[config.mk]
export PLATFORM = sky130hd
export DESIGN_NAME = program_counter
export DESIGN_NICKNAME = d
export VERILOG_FILES = /design/src/rtl/program_counter.sv
export SDC_FILE = /design/constraint.sdc
export NUM_CORES = 1
export LEC_CHECK = 0
export ABC_AREA = 1
export CORE_MARGIN = 2
export CORE_UTILIZATION = 24
export DETAILED_ROUTE_END_ITERATION = 10
export PLACE_DENSITY = 0.81
export SLEW_MARGIN = 5
export SYNTH_ARGS = -nofsm -noshare
export SYNTH_HDL_FRONTEND = slang
export SYNTH_SLANG_ARGS = --single-unit
[constraint.sdc]
create_clock -name clk -period 1.62 [get_ports clk]
set_input_delay 0.324 -clock clk [delete_from_list [all_inputs] [get_ports clk]]
set_output_delay 0.324 -clock clk [all_outputs]
set_load 0.1 [all_outputs]
[src/rtl/program_counter.sv]
// rtl/program_counter.sv - PC register with sequential, branch and jump next-PC selection
module program_counter #(
  parameter int unsigned PC_WIDTH = 8,
  parameter logic [PC_WIDTH-1:0] RESET_PC = '0
) (
  input  logic                clk,
  input  logic                rst_n,
  output logic [PC_WIDTH-1:0] PC,
  input  logic [31:0]         extend_immt_Value,
  input  logic                Branch,
  input  logic                zero,
  input  logic                signalJump,
  input  logic [25:0]         jump_Address
);

  // State register; the name stays fixed so benches can reach it hierarchically.
  logic [PC_WIDTH-1:0] programcounter;
  logic [PC_WIDTH-1:0] pc_d;

  logic [PC_WIDTH-1:0] pc_plus4;
  logic [31:0]         pc_plus4_ext;
  logic [PC_WIDTH-1:0] branch_target;
  logic [PC_WIDTH-1:0] jump_target;

  // The 32-bit view of pc_plus4 feeds both the branch adder and the
  // pseudo-direct jump, so narrow PCs keep the full-width address semantics.
  assign pc_plus4      = programcounter + PC_WIDTH'(4);
  assign pc_plus4_ext  = 32'(pc_plus4);
  assign branch_target = PC_WIDTH'(pc_plus4_ext + (extend_immt_Value << 2));
  assign jump_target   = PC_WIDTH'({pc_plus4_ext[31:28], jump_Address, 2'b00});

  // Next-PC priority: jump over taken branch over sequential.
  always_comb begin
    pc_d = pc_plus4;
    if (signalJump) begin
      pc_d = jump_target;
    end else if (Branch && zero) begin
      pc_d = branch_target;
    end
  end

  // PC register with asynchronous reset to RESET_PC.
  always_ff @(posedge clk or negedge rst_n) begin
    if (!rst_n) begin
      programcounter <= RESET_PC;
    end else begin
      programcounter <= pc_d;
    end
  end

  assign PC = programcounter;

endmodule

==> results of run 1 <==
-- logic make-up after synthesis --
| group | Yosys count | share of synthesized area [%] |
|---|---|---|
| buffers and inverters | 14 | 10.3 |
| DFF | 6 | 24.3 |
| xor gates and xnor gates | 3 | 5.48 |
| and+or+nand+nor | 46 | 32.7 |
| AOI/OAI and AO/OA | 10 | 9.13 |
| other | 1 | 0.608 |
| adders and majority gates | 8 | 17.4 |
-- cell usage after synthesis (2+ instances only) --
cell                       instances  area share, %
sky130_fd_sc_hd__buf_4             3            3.7
sky130_fd_sc_hd__inv_2             3            1.8
sky130_fd_sc_hd__o21ai_0           2            1.6
sky130_fd_sc_hd__nand3b_1          2            2.4
sky130_fd_sc_hd__nor2_1            7            4.3
sky130_fd_sc_hd__ha_1              7             14
sky130_fd_sc_hd__a21oi_1           3            2.4
sky130_fd_sc_hd__dfrtp_1           6             24
sky130_fd_sc_hd__inv_1             8            4.9
sky130_fd_sc_hd__nand3_1           6            4.9
sky130_fd_sc_hd__a31oi_1           5            5.1
sky130_fd_sc_hd__nand2_2           2            2.0
sky130_fd_sc_hd__xor2_1            2            2.8
sky130_fd_sc_hd__nand4_1           2            2.0
sky130_fd_sc_hd__nand2_1          25             15
-- where the power goes --
part	internal [mW]	total, mW	leakage (nW)	switching (mW)
logic	0.389	0.868	0.436	0.479
registers	0.181	0.216	0.0646	0.0352
clock network	0.0936	0.152	0.0150	0.0588
-- routing by layer --
layer	track usage [%]	up-vias	part of all wire [%]
met2	22.2	16	57
met3	2.46	5	3.2
met5	0	-	0
met1	10.9	319	36
met4	11.3	0	3.4
li1	-	351	-
-- worst min path at each step --
stage,from,to,slack (ps)
2_1_floorplan,rst_n,PC[4],30
3_3_place_gp,rst_n,PC[3],580
3_5_place_dp,rst_n,PC[3],580
4_1_cts,rst_n,PC[6],320
5_1_grt,rst_n,PC[6],310
6_report,rst_n,PC[5],310
-- what timing repair did --
action | CTS | global route
setup endpoints to repair | 5 | 5
endpoints found under the hold margin | 0 | 0
gates cloned | 0 | 0
setup buffers | 0 | 1
gates resized for setup | 9 | 7
pin swaps | 10 | 6
-- area by class of cell --
cell class | count | area [µm²] | area share (%)
well taps | 30 | 37.5 | 3.23
multi-input cells | 69 | 533 | 45.9
inverters | 11 | 41.3 | 3.55
repair buffers | 33 | 363 | 31.2
clock buffers | 4 | 26.3 | 2.26
flip-flops and latches | 6 | 161 | 13.9
-- stage by stage --
step	hold slack, ps	std cells	cell area [µm²]	total power [mW]
floorplan	28.4	89	658	0.691
finish	314	153	1160	1.24
global placement	577	148	1030	0.945
detailed placement	581	148	1030	0.964
global route	313	153	1160	1.32
CTS	319	152	1090	1.16
==> impl_results.md, run 1 <==
* Run status: finished with violations
* Violations in the final reports: setup timing
* Static Leakage at 0.516 nW
* Max-cap violations at 0
* Filler cells at 220
* Unrepaired setup endpoints after global routing: yes
* Post-synthesis async set-or-reset flop share at 100%
* Number of buffers on the longest clock path at 2
* Cell depth of the worst flop-to-flop path at 13
* Fraction of final layout cells with drive strength greater than 1 at 39.0%
* Antenna violations before repair at 0
* DP Worst Slack at -325 ps
* Total negative slack for setup checks at -570 ps
* First-pass detailed-route iteration total at 4
* Pin count of the biggest net entering global routing at 12
* Utilization of the core after routing at 47.3%
* Clock root buffer master: sky130_fd_sc_hd__clkbuf_4
* Number of violations reported at the end of detailed-routing iteration 0 at 8
* Clock Sinks at 6
* Maximum single-stage delay on the critical path at 490 ps
* Clock period minus worst slack at 1860 ps
* Starting utilization of the core area at 25.1%
* Post-layout nets at 195
* Hold-fix buffers, CTS at 0
* Commonest cells after routing, fill and taps aside: sky130_fd_sc_hd__nand2_1, sky130_fd_sc_hd__clkdlybuf4s50_1, sky130_fd_sc_hd__buf_4, sky130_fd_sc_hd__inv_1
* Via count of the first global-routing pass at 651
* Combined buffer and inverter count along the critical path at 0
* Area growth from synthesis to layout at 88.4%
* Wire length of the first global-routing pass at 2510 µm
* Synthesized instance count at 88
* Fmax achieved at 0.536 GHz
* Total of endpoints with negative setup slack in the final report at 4
* Number of flip-flops in the largest register at 6
* Final-report hold violation count at 0
* Reg-to-Reg End: PC[7]
* GRT Resource Usage Total at 12.1%
* Number of synthesized register bits at 6
* GPL Wtd Cong at 0.804
* Type of the worst setup path: flip-flop to flip-flop
* CP max FO at 3
* Die area at 2990 µm²
* Highest ir drop seen on vdd at 0.631 mV
* Cells along the critical path: ha_4 -> nand3_4 -> xnor2_4 -> ha_4 -> nand2_2 -> nor2_1 -> nand2_1 -> nand3_2 -> nand2_2 -> nand3_1 -> nand2_1 -> nand3_1 -> nand2_1
* Count of cell types in the netlist at 20
* Clock-pin slew on the worst setup and hold paths at 50 ps
* Max Transition Viols Final at 0
* Ratio of final minimum period to clock period at 115%
* I/O pin count at 71
* Leading cell type in the layout, fill and taps excluded: sky130_fd_sc_hd__nand2_1
* Fin worst setup slack at -244 ps
* Number of CTS-inserted buffers at 3
* Syn. warnings at 0
* Final antenna diode count at 0
* Path class of the lowest-slack min-delay path: input pin to async pin
* I/O Buffers at 22
* Die width at 54.7 µm
* Fraction of the yosys area taken by sequential cells at 24.3%
* Startpoint class of the critical path: flip-flop
* Global route total overflow at 0
* Number of synthesized flops with an enable pin at 0
* Worst-path cell with the longest stage delay: sky130_fd_sc_hd__dfrtp_4
* Post-detailed-placement half-perimeter wirelength at 1220 µm
* Worst setup slack for register-to-register paths at -240 ps
* Worst r2r src: PC[3]
* Worst Setup SP: PC[3]
* Family with the most delay on the worst path: simple AND/OR/NAND/NOR gates
* Count of nets left with antenna violations after detail routing at 0
* Crit end category: flip-flop
* Total number of H-tree levels at 1
* WP depth at 13
* Overall via count from detail_route at 691
* Predominant post-synthesis flop cell: sky130_fd_sc_hd__dfrtp_1
* Data required time at the worst endpoint at 1750 ps
* Placeable core area at 2450 µm²
* Power density of the placed cells at 1060 nW/µm²
* Total number of placement rows at 18
* Height of the die at 54.7 µm
* Setup skew after layout at 7.96 ps
* Synth Area per Inst at 7.01 µm²
* Cell with the most instances on the worst path: sky130_fd_sc_hd__nand2_1
* Worst setup path endpoint: PC[7]
* Total wire length after detailed routing at 1540 µm
* Later-pin clock latency in the skew report at 250 ps
* Routed via count divided by cell count at 4.52
* Worst path arrival time at 1990 ps
* Number of remaining DRC errors at 0
* CTS tree: yes
* Cell area after technology mapping at 617 µm²
* Average wire per cell in the routed design at 10.1 µm
(Power assumes the default switching activity.)
==> run 2: changes to the inputs <==
--- a/config.mk
+++ b/config.mk
@@ -10,6 +10,8 @@
 export CORE_UTILIZATION = 24
 export DETAILED_ROUTE_END_ITERATION = 10
 export PLACE_DENSITY = 0.81
+export RECOVER_POWER = 25
+export SKIP_CTS_REPAIR_TIMING = 1
 export SLEW_MARGIN = 5
 export SYNTH_ARGS = -nofsm -noshare
 export SYNTH_HDL_FRONTEND = slang
==> run 2 against run 1 <==
- the run still ends with setup timing left
- sequential share of layout area grew 0.17 points
- global-route usage is 0.46 points lower
- clock power barely moved
- total power is 2.4% lower
- cell count grew 0.65%
- highest routed layer unchanged
- register-to-register slack barely moved
- die area unchanged
- critical endpoint unchanged
==> impl_results.md, run 2 (synthesis results as in run 1) <==
* Run status: finished with violations
* Violations in the final reports: setup timing
* CP max FO at 3
* Clock-pin slew on the worst setup and hold paths at 50 ps
* Unrepaired setup endpoints after global routing: yes
* Cells along the critical path: ha_4 -> nand3_4 -> xnor2_4 -> ha_4 -> nand2_2 -> nor2_1 -> nand2_1 -> nand3_1 -> nand2_1 -> nand3_1 -> nand2_1 -> nand3_1 -> nand2_1
* Worst path arrival time at 2000 ps
* Post-layout nets at 196
* Filler cells at 223
* Maximum single-stage delay on the critical path at 490 ps
* Placed Instances at 148
* Pin count of the biggest net entering global routing at 12
* Power density of the placed cells at 1050 nW/µm²
* GPL Wtd Cong at 0.804
* Routed via count divided by cell count at 4.41
* Number of remaining DRC errors at 0
* Max-cap violations at 0
* Data required time at the worst endpoint at 1740 ps
* I/O Buffers at 22
* Cell with the most instances on the worst path: sky130_fd_sc_hd__nand2_1
* Worst r2r src: PC[2]
* Number of buffers on the longest clock path at 2
* Static Leakage at 0.513 nW
* Wire length of the first global-routing pass at 2440 µm
* Post-detailed-placement half-perimeter wirelength at 1220 µm
* Count of nets left with antenna violations after detail routing at 0
* Worst Setup SP: PC[2]
* Later-pin clock latency in the skew report at 250 ps
* Leading cell type in the layout, fill and taps excluded: sky130_fd_sc_hd__nand2_1
* Area used by sequential logic in the layout at 161 µm²
* Fmax achieved at 0.534 GHz
* Final-report hold violation count at 0
* Antenna violations before repair at 0
* Worst-path cell with the longest stage delay: sky130_fd_sc_hd__dfrtp_4
* Combined buffer and inverter count along the critical path at 0
* Commonest cells after routing, fill and taps aside: sky130_fd_sc_hd__nand2_1, sky130_fd_sc_hd__clkdlybuf4s50_1, sky130_fd_sc_hd__buf_4, sky130_fd_sc_hd__inv_1
* Number of CTS-inserted buffers at 3
* Area growth from synthesis to layout at 86.2%
* Global route total overflow at 0
* Clock root buffer master: sky130_fd_sc_hd__clkbuf_4
* Final antenna diode count at 0
* Fraction of final layout cells with drive strength greater than 1 at 36.3%
* Clock period minus worst slack at 1870 ps
* Post-layout instance count excluding filler cells at 154
* Crit end category: flip-flop
* Overall via count from detail_route at 679
* Clock Sinks at 6
* Total wire length after detailed routing at 1510 µm
* Placeable core area at 2450 µm²
* First-pass detailed-route iteration total at 4
* Highest ir drop seen on vdd at 0.627 mV
* Number of violations reported at the end of detailed-routing iteration 0 at 11
* I/O pin count at 71
* Reg-to-Reg End: PC[7]
* Die area at 2990 µm²
* GRT Resource Usage Total at 11.7%
* Path class of the lowest-slack min-delay path: input pin to async pin
* Setup skew after layout at 8.01 ps
* Startpoint class of the critical path: flip-flop
* CTS tree: yes
* Height of the die at 54.7 µm
* Total power at 1.21 mW
* Ratio of final minimum period to clock period at 116%
* Fin worst setup slack at -253 ps
* Total number of placement rows at 18
* Number of flip-flops in the largest register at 6
* Starting utilization of the core area at 25.1%
* Total negative slack for setup checks at -667 ps
* WP depth at 13
* Die width at 54.7 µm
* Via count of the first global-routing pass at 623
* Cell depth of the worst flop-to-flop path at 13
* Total number of H-tree levels at 1
* Total of endpoints with negative setup slack in the final report at 4
* Area used by multi-input combinational logic at 512 µm²
* Average wire per cell in the routed design at 9.83 µm
* Max Transition Viols Final at 0
* Family with the most delay on the worst path: simple AND/OR/NAND/NOR gates
* Type of the worst setup path: flip-flop to flip-flop
* Worst setup slack for register-to-register paths at -250 ps
run 2: cell count changes in the layout (fill, tap and decap cells not counted):
cell	delta
sky130_fd_sc_hd__nand3_1	+1
sky130_fd_sc_hd__clkdlybuf4s50_1	-1
sky130_fd_sc_hd__o21ai_0	+1
sky130_fd_sc_hd__nand3_2	-1
sky130_fd_sc_hd__buf_4	+1
sky130_fd_sc_hd__a21oi_4	-1
sky130_fd_sc_hd__o21ai_1	-1
sky130_fd_sc_hd__dlygate4sd3_1	+1
sky130_fd_sc_hd__a21oi_1	+1
sky130_fd_sc_hd__nand2_2	-2
sky130_fd_sc_hd__nand2_1	+2
run 2: worst max-delay path by stage:
stage               endpoint
floorplan              PC[7]
global placement       PC[6]
detailed placement     PC[6]
CTS                    PC[7]
global route           PC[7]
finish                 PC[7]
run 2: per-stage QoR:
| stage | hold WS (ps) | area (µm²) | setup WS, ps | util, % |
|---|---|---|---|---|
| global placement | 577 | 1030 | -302 | 41.9 |
| detailed placement | 581 | 1030 | -325 | 41.9 |
| finish | 389 | 1150 | -253 | 46.8 |
| global route | 372 | 1150 | -413 | 46.8 |
| CTS | 319 | 1050 | -319 | 43.0 |
| floorplan | 28.4 | 658 | -449 | - |
run 2: cell type report:
cell class	instances	area share (%)
clock buffer	4	2.29
inverter	11	3.59
multi-input combinational	69	44.6
sequential	6	14.1
tap	30	3.27
timing repair buffer	34	32.2
run 2: metal layers:
| layer | GRT usage (%) | wire [µm] | share of wire, % | vias up |
|---|---|---|---|---|
| met2 | 21.6 | 885 | 58 | 17 |
| met3 | 1.64 | 46 | 3.0 | 2 |
| met5 | 0 | 0 | 0 | - |
| met1 | 11.4 | 556 | 37 | 304 |
| li1 | - | - | - | 356 |
| met4 | 9.17 | 26 | 1.7 | 0 |
run 2: worst register-to-register path, stage by stage, from the launching register on:
cell,delay [ps]
sky130_fd_sc_hd__dfrtp_4,490
sky130_fd_sc_hd__ha_4,190
sky130_fd_sc_hd__nand3_4,100
sky130_fd_sc_hd__xnor2_4,80
sky130_fd_sc_hd__ha_4,290
sky130_fd_sc_hd__nand2_2,60
sky130_fd_sc_hd__nor2_1,90
sky130_fd_sc_hd__nand2_1,70
sky130_fd_sc_hd__nand3_1,60
sky130_fd_sc_hd__nand2_1,70
sky130_fd_sc_hd__nand3_1,70
sky130_fd_sc_hd__nand2_1,50
sky130_fd_sc_hd__nand3_1,80
sky130_fd_sc_hd__nand2_1,60
run 2: where the power goes:
| part | internal (mW) | leakage, nW | switching (mW) |
|---|---|---|---|
| combinational | 0.381 | 0.434 | 0.462 |
| clock | 0.0934 | 0.0150 | 0.0559 |
| sequential | 0.181 | 0.0646 | 0.0350 |
| total | 0.655 | 0.513 | 0.553 |
